`src/rtl/serial_frame_tx.sv`:
```
// serial_frame_tx
//   Parallel-to-serial frame transmitter. Each accepted word is sent on a
//   single idle-high line as: "001" preamble, payload MSB-first, optional
//   even-parity bit, then GAP_BITS forced idle-high bit times. The preamble
//   lets a downstream "001" detector find the frame start.
//
// Parameters
//   DATA_W    payload width (2..32)
//   PARITY_EN 1 = append even-parity bit, 0 = none
//   GAP_BITS  idle-high bit times after each frame (0..15)
//
// Ports
//   clk        clock, rising edge
//   rst        synchronous active-high reset
//   tx_valid   tx_data holds a word to send
//   tx_data    payload word
//   tx_ready   word accepted this cycle if tx_valid is also high (IDLE only)
//   s_out      registered serial line, idle = 1
//   busy       frame in progress
//   frame_done one-cycle pulse while s_out carries the last frame bit
module serial_frame_tx #(
  parameter int DATA_W    = 8,
  parameter int PARITY_EN = 1,
  parameter int GAP_BITS  = 2
) (
  input  logic              clk,
  input  logic              rst,
  input  logic              tx_valid,
  input  logic [DATA_W-1:0] tx_data,
  output logic              tx_ready,
  output logic              s_out,
  output logic              busy,
  output logic              frame_done
);

  localparam int CNT_W = 6;
  localparam logic [CNT_W-1:0] LAST_DATA    = CNT_W'(DATA_W - 1);
  localparam logic [CNT_W-1:0] LAST_DATA_M1 = CNT_W'(DATA_W - 2);
  localparam logic [CNT_W-1:0] LAST_GAP     = CNT_W'((GAP_BITS > 0) ? GAP_BITS - 1 : 0);

  typedef enum logic [2:0] {
    IDLE = 3'd0,
    PRE0 = 3'd1,
    PRE1 = 3'd2,
    PRE2 = 3'd3,
    DATA = 3'd4,
    PAR  = 3'd5,
    GAP  = 3'd6
  } state_t;

  state_t             state_q, state_d;
  logic [DATA_W-1:0]  shreg_q, shreg_d;
  logic               par_q, par_d;
  logic [CNT_W-1:0]   cnt_q, cnt_d;
  logic               s_out_q, s_out_d;
  logic               fd_q, fd_d;

  // State register; s_out is registered so the state names the bit
  // currently on the line and the comb logic computes the next one.
  always_ff @(posedge clk) begin
    if (rst) begin
      state_q <= IDLE;
      shreg_q <= '0;
      par_q   <= 1'b0;
      cnt_q   <= '0;
      s_out_q <= 1'b1;
      fd_q    <= 1'b0;
    end else begin
      state_q <= state_d;
      shreg_q <= shreg_d;
      par_q   <= par_d;
      cnt_q   <= cnt_d;
      s_out_q <= s_out_d;
      fd_q    <= fd_d;
    end
  end

  always_comb begin
    state_d = state_q;
    shreg_d = shreg_q;
    par_d   = par_q;
    cnt_d   = cnt_q;
    s_out_d = 1'b1;
    fd_d    = 1'b0;
    case (state_q)
      IDLE: begin
        // tx_ready is 1 whenever IDLE is held outside reset.
        if (tx_valid) begin
          state_d = PRE0;
          shreg_d = tx_data;
          par_d   = ^tx_data;
          cnt_d   = '0;
          s_out_d = 1'b0;
        end
      end
      PRE0: begin
        state_d = PRE1;
        s_out_d = 1'b0;
      end
      PRE1: begin
        state_d = PRE2;
        s_out_d = 1'b1;
      end
      PRE2: begin
        state_d = DATA;
        s_out_d = shreg_q[DATA_W-1];
        shreg_d = {shreg_q[DATA_W-2:0], 1'b0};
        cnt_d   = '0;
      end
      DATA: begin
        if (cnt_q == LAST_DATA) begin
          cnt_d = '0;
          if (PARITY_EN != 0) begin
            state_d = PAR;
            s_out_d = par_q;
            fd_d    = 1'b1;
          end else if (GAP_BITS != 0) begin
            state_d = GAP;
          end else begin
            state_d = IDLE;
          end
        end else begin
          s_out_d = shreg_q[DATA_W-1];
          shreg_d = {shreg_q[DATA_W-2:0], 1'b0};
          cnt_d   = cnt_q + CNT_W'(1);
          // Without parity the final payload bit is the last frame bit.
          if ((PARITY_EN == 0) && (cnt_q == LAST_DATA_M1)) fd_d = 1'b1;
        end
      end
      PAR: begin
        cnt_d   = '0;
        state_d = (GAP_BITS != 0) ? GAP : IDLE;
      end
      GAP: begin
        if (cnt_q == LAST_GAP) begin
          state_d = IDLE;
          cnt_d   = '0;
        end else begin
          cnt_d = cnt_q + CNT_W'(1);
        end
      end
      default: begin
        // Unused encoding: fall back to a clean idle line.
        state_d = IDLE;
        shreg_d = '0;
        cnt_d   = '0;
      end
    endcase
  end

  assign tx_ready   = (state_q == IDLE) && !rst;
  assign busy       = (state_q != IDLE) && !rst;
  assign s_out      = s_out_q;
  assign frame_done = fd_q;

endmodule

```
`config.mk`:
```
export PLATFORM = sky130hd
export DESIGN_NAME = serial_frame_tx
export DESIGN_NICKNAME = d
export VERILOG_FILES = /design/src/rtl/serial_frame_tx.sv
export SDC_FILE = /design/constraint.sdc
export NUM_CORES = 1
export LEC_CHECK = 0
export CAP_MARGIN = 15
export CORE_UTILIZATION = 40
export CTS_CLUSTER_SIZE = 10
export DETAILED_ROUTE_END_ITERATION = 8
export GPL_TIMING_DRIVEN = 0
export REMOVE_ABC_BUFFERS = 1
export SYNTH_ARGS = -nofsm -noshare
export SYNTH_HDL_FRONTEND = slang
export SYNTH_SLANG_ARGS = --single-unit
```
`constraint.sdc`:
```
create_clock -name clk -period 4.39 [get_ports clk]
set_input_delay 0.6585 -clock clk [delete_from_list [all_inputs] [get_ports clk]]
set_output_delay 0.6585 -clock clk [all_outputs]
set_load 0.02 [all_outputs]
```
==> PnR_summary.wiki <==
{| class="wikitable"
! Metric !! Value
|-
| Fin. max-slew vios || 0
|-
| Boundary Pins || 15
|-
| Maximum level of the CTS H-tree || 1
|-
| Flip-flop and latch area || 400 um^2
|-
| Setup crit start kind || input pin
|-
| Synth warn || 0
|-
| Final min period || around 3.3 ns
|-
| Core box area || about 2800 um^2
|-
| Crit path from || rst
|-
| Residual antenna-violating net count after detailed routing || 0
|-
| PD cells || 329 nW/um^2
|-
| VDD IR-drop max || 205 uV
|-
| Maximum count of clock buffers along a single path || 2
|-
| Routability-driven placement congestion ratio || ~0.74
|-
| Floorplan die height || ~58 um
|-
| CP max stage cell || clkdlybuf4s50_1
|-
| Mean instance size in the synthesized netlist || just under 9 um^2
|-
| DR vias/cell || 6.14
|-
| Sum of routed wire length over all layers || about 2800 um
|-
| Kind of cell adding the most delay to the critical path || buffers and inverters
|-
| Clock Tree Root || clkbuf_4
|-
| Non-filler instance count after layout || 181
|-
| Clock input transition at the sequential cells of the worst setup and hold paths || 0.12 ns
|-
| DRC violations left || 0
|-
| Highest Clock Rate || between 300 and 400 MHz
|-
| Dominant cell type by count on the critical path || clkdlybuf4s50_1
|-
| Post-CTS Resized || 0
|-
| Hold violation count in the final report || 0
|-
| Endpoint of the lowest-slack register-to-register path || shreg_q[3]$_SDFFE_PP0P_
|-
| Run status || complete, no violations
|-
| Post-route clock skew || just under 0.002 ns
|-
| Cell total after placement || 177
|-
| Unrepaired setup endpoints after global routing || false
|-
| Portion of the post-synthesis area used by sequential elements || 0.325
|-
| Hold Crit Class || register to register
|-
| Via count of the first global-routing pass || between 1,000 and 1,500
|-
| Post-cts hold buffer count || 0
|-
| Final clock period utilization by the worst path || 0.754
|-
| FP Rows || 19
|-
| Sum of met2 wire segment lengths after detailed routing || ~1200 um
|-
| Postcts setup bufs || 0
|-
| Number of buffers and inverters on the critical path || 2
|-
| Maximum number of pins on one net before global-route repair || 23
|-
| Total power draw || ~460 uW
|-
| Clock sinks || 20
|-
| Leakage dissipation || around 0.0005 uW
|-
| Wire length per cell after detailed routing || 15.6 um
|-
| Length of the first detailed-routing pass in iterations || 4
|-
| Post-synthesis to final-layout area growth || 13.0%
|-
| Mapped Cells || 142
|-
| Biggest fanout along the worst timing path || 22
|-
| Count of routing violations after the opening detailed-route iteration || 39
|-
| Via count || 1,112
|-
| Cell-internal power || 311 uW
|-
| Logic depth of the worst setup path including buffers || 3
|-
| Depth of the most critical reg-to-reg path || 4
|-
| Register-to-register setup slack || around 2.3 ns
|-
| Sum of met3 wire segment lengths after detailed routing || approximately 120 um
|-
| Worst EP required || approximately 3.7 ns
|-
| Switching power of the nets || between 100 and 150 uW
|-
| Clock network latency to the later pin of the worst-skew pair || about 0.31 ns
|-
| Met1 wire length || roughly 1400 um
|-
| Setup total negative slack || 0 ns
|-
| Global-route wire length before repair || roughly 4700 um
|-
| Die outline width || 57.5 um
|-
| Arrival time at the worst endpoint || 2.65 ns
|-
| Proportion of layout cells with a drive suffix above 1 || 0.0800
|-
| Crit end category || output port
|-
| Number of buffers inserted during clock tree synthesis || 3
|-
| Filler cell count || about 280
|-
| Number of input and output port buffers inserted || 14
|-
| Number of antenna violations at the first check in global routing || 0
|-
| Largest stage delay, worst path || 0.84 ns
|-
| Share of power burned in registers || 0.470
|-
| Worst path cell trace || clkdlybuf4s50_1 > nor3_1 > clkdlybuf4s50_1
|-
| Area used by multi-input combinational logic || roughly 760 um^2
|-
| Combinational Power Share || 0.283
|-
| Half-perimeter wire length after detailed placement || between 1500 and 2000 um
|-
| Worst slew margin relative to its limit || 0.411
|-
| Die Footprint || approximately 3300 um^2
|-
| Setup violation total in the final timing report || 0
|-
| GRT Util Overall || 0.181
|-
| Effective utilization at floorplan || 0.436
|-
| CP Capture Point || tx_ready
|-
| Remaining Overflow, GRT || 0
|-
| Uppermost layer routed || met4
|-
| Number of antenna diodes || 0
|-
| Clock tree from TritonCTS || done
|-
| Slew at the pin closest to its max-slew limit || roughly 0.9 ns
|-
| Startpoint-to-endpoint class of the critical path || input pin to output port
|-
| Fraction of power spent switching nets || 0.320
|-
| Number of violations of the max-capacitance limit || 0
|-
| Final nets || roughly 160
|-
| Post-Syn Area || about 1200 um^2
|-
| Reg-to-reg startpoint || state_q[2]$_SDFFE_PP0P_
|-
| Clock share of power || 0.246
|-
| Synth Register Bits || 20
|-
| Cell variety after synth || 37
|}
-- sequential cells by signal, summed over array words and instances (netlist names) --
name / count
shreg_q: 8
cnt_q: 6
state_q: 3
frame_done: 1
par_q: 1
s_out: 1
-- how the worst min path moves through the flow --
stage                            start                 endpoint  slack, ns  cells after the start
2_1_floorplan  shreg_q[0]$_SDFFE_PP0P_  shreg_q[0]$_SDFFE_PP0P_       0.46                      2
3_3_place_gp   shreg_q[0]$_SDFFE_PP0P_  shreg_q[0]$_SDFFE_PP0P_       0.49                      2
3_5_place_dp   shreg_q[0]$_SDFFE_PP0P_  shreg_q[0]$_SDFFE_PP0P_       0.49                      2
4_1_cts        shreg_q[0]$_SDFFE_PP0P_  shreg_q[0]$_SDFFE_PP0P_       0.51                      2
5_1_grt        shreg_q[0]$_SDFFE_PP0P_  shreg_q[0]$_SDFFE_PP0P_       0.54                      2
6_report       shreg_q[0]$_SDFFE_PP0P_  shreg_q[0]$_SDFFE_PP0P_       0.51                      2
-- placed cells by master, fill, tap and decap left out, types with 7 or more instances in the layout --
cell type,count
nand2_1,7
and3_1,8
nor3_1,20
a22o_1,7
dfxtp_1,20
xnor2_1,10
clkdlybuf4s50_1,14
a21oi_1,9
nor2_1,8
a221oi_1,7
-- power groups by stage --
stage	Clock, uW	Sequential, uW	Combinational (uW)
after floorplan	0	216	90.4
after global placement	0	218	126
after detailed placement	0	219	129
after CTS	115	215	129
after global routing	124	218	143
final	113	215	130
-- cell type report --
class | count | share of cell area
tap | 31 | 0.0279
sequential | 20 | 0.288
inverter | 4 | 0.0108
multi-input combinational | 108 | 0.547
clock buffer | 4 | 0.0261
timing repair buffer | 14 | 0.101
-- worst reg2reg max path: stages (launching register included) --
cell	delay, ns
dfxtp_1	0.81
nor2_1	0.21
a311o_4	0.47
a221oi_1	0.41
nor3_1	0.09
-- synth_stat cells --
master	instances	area, um^2
a21oi_1	9	45.0
a21boi_0	1	7.51
nand4b_1	1	8.76
ha_1	2	25.0
or2_4	1	8.76
buf_6	2	22.5
o21ai_0	3	15.0
nand3_4	1	17.5
a221oi_1	7	61.3
a22o_1	7	61.3
a311oi_1	2	17.5
nor2b_1	1	6.26
a2111oi_0	1	8.76
a41oi_1	1	8.76
inv_1	4	15.0
nor3_4	1	16.3
a311o_4	1	20.0
nand2b_1	1	6.26
a31oi_1	2	12.5
a211oi_1	1	7.51
xnor2_1	10	87.6
o211ai_1	1	7.51
and3_1	8	50.1
o311ai_0	1	8.76
nor2_1	8	30.0
or3b_4	1	11.3
a311oi_4	1	26.3
dfxtp_1	20	400
and2_1	2	12.5
nor4_1	1	6.26
nor3_1	20	100
a21boi_2	1	11.3
a2111oi_2	1	15.0
nand2_1	7	26.3
buf_2	2	10.0
clkbuf_1	6	22.5
nand3_1	3	15.0
-- kinds of logic (layout without fill, tap and decap cells) --
family / after synthesis / count (layout) / share of synthesized area
buf+inv: 14 / 22 / 0.0568
simple gates: 56 / 56 / 0.256
compound gates: 40 / 40 / 0.271
xor+xnor: 10 / 10 / 0.0711
fa+ha+maj: 2 / 2 / 0.0203
flops: 20 / 20 / 0.325
-- through the flow --
| step | cell area [um^2] | setup slack [ns] | utilization | hold WS (ns) |
|---|---|---|---|---|
| floorplan | 1180 | 2.54 | - | 0.465 |
| global route | 1390 | 0.916 | 0.492 | 0.541 |
| finish | 1390 | 1.08 | 0.492 | 0.513 |
| detailed placement | 1360 | 1.08 | 0.479 | 0.493 |
| global placement | 1360 | 1.05 | 0.479 | 0.490 |
| CTS | 1390 | 1.10 | 0.492 | 0.511 |
-- per-layer routing --
metal	vias to the layer above	track usage
li1	557	-
met1	530	0.245
met2	23	0.284
met3	2	0.0431
met4	0	0.0557
met5	-	0
Note: power is estimated with default switching activity, not from simulation.
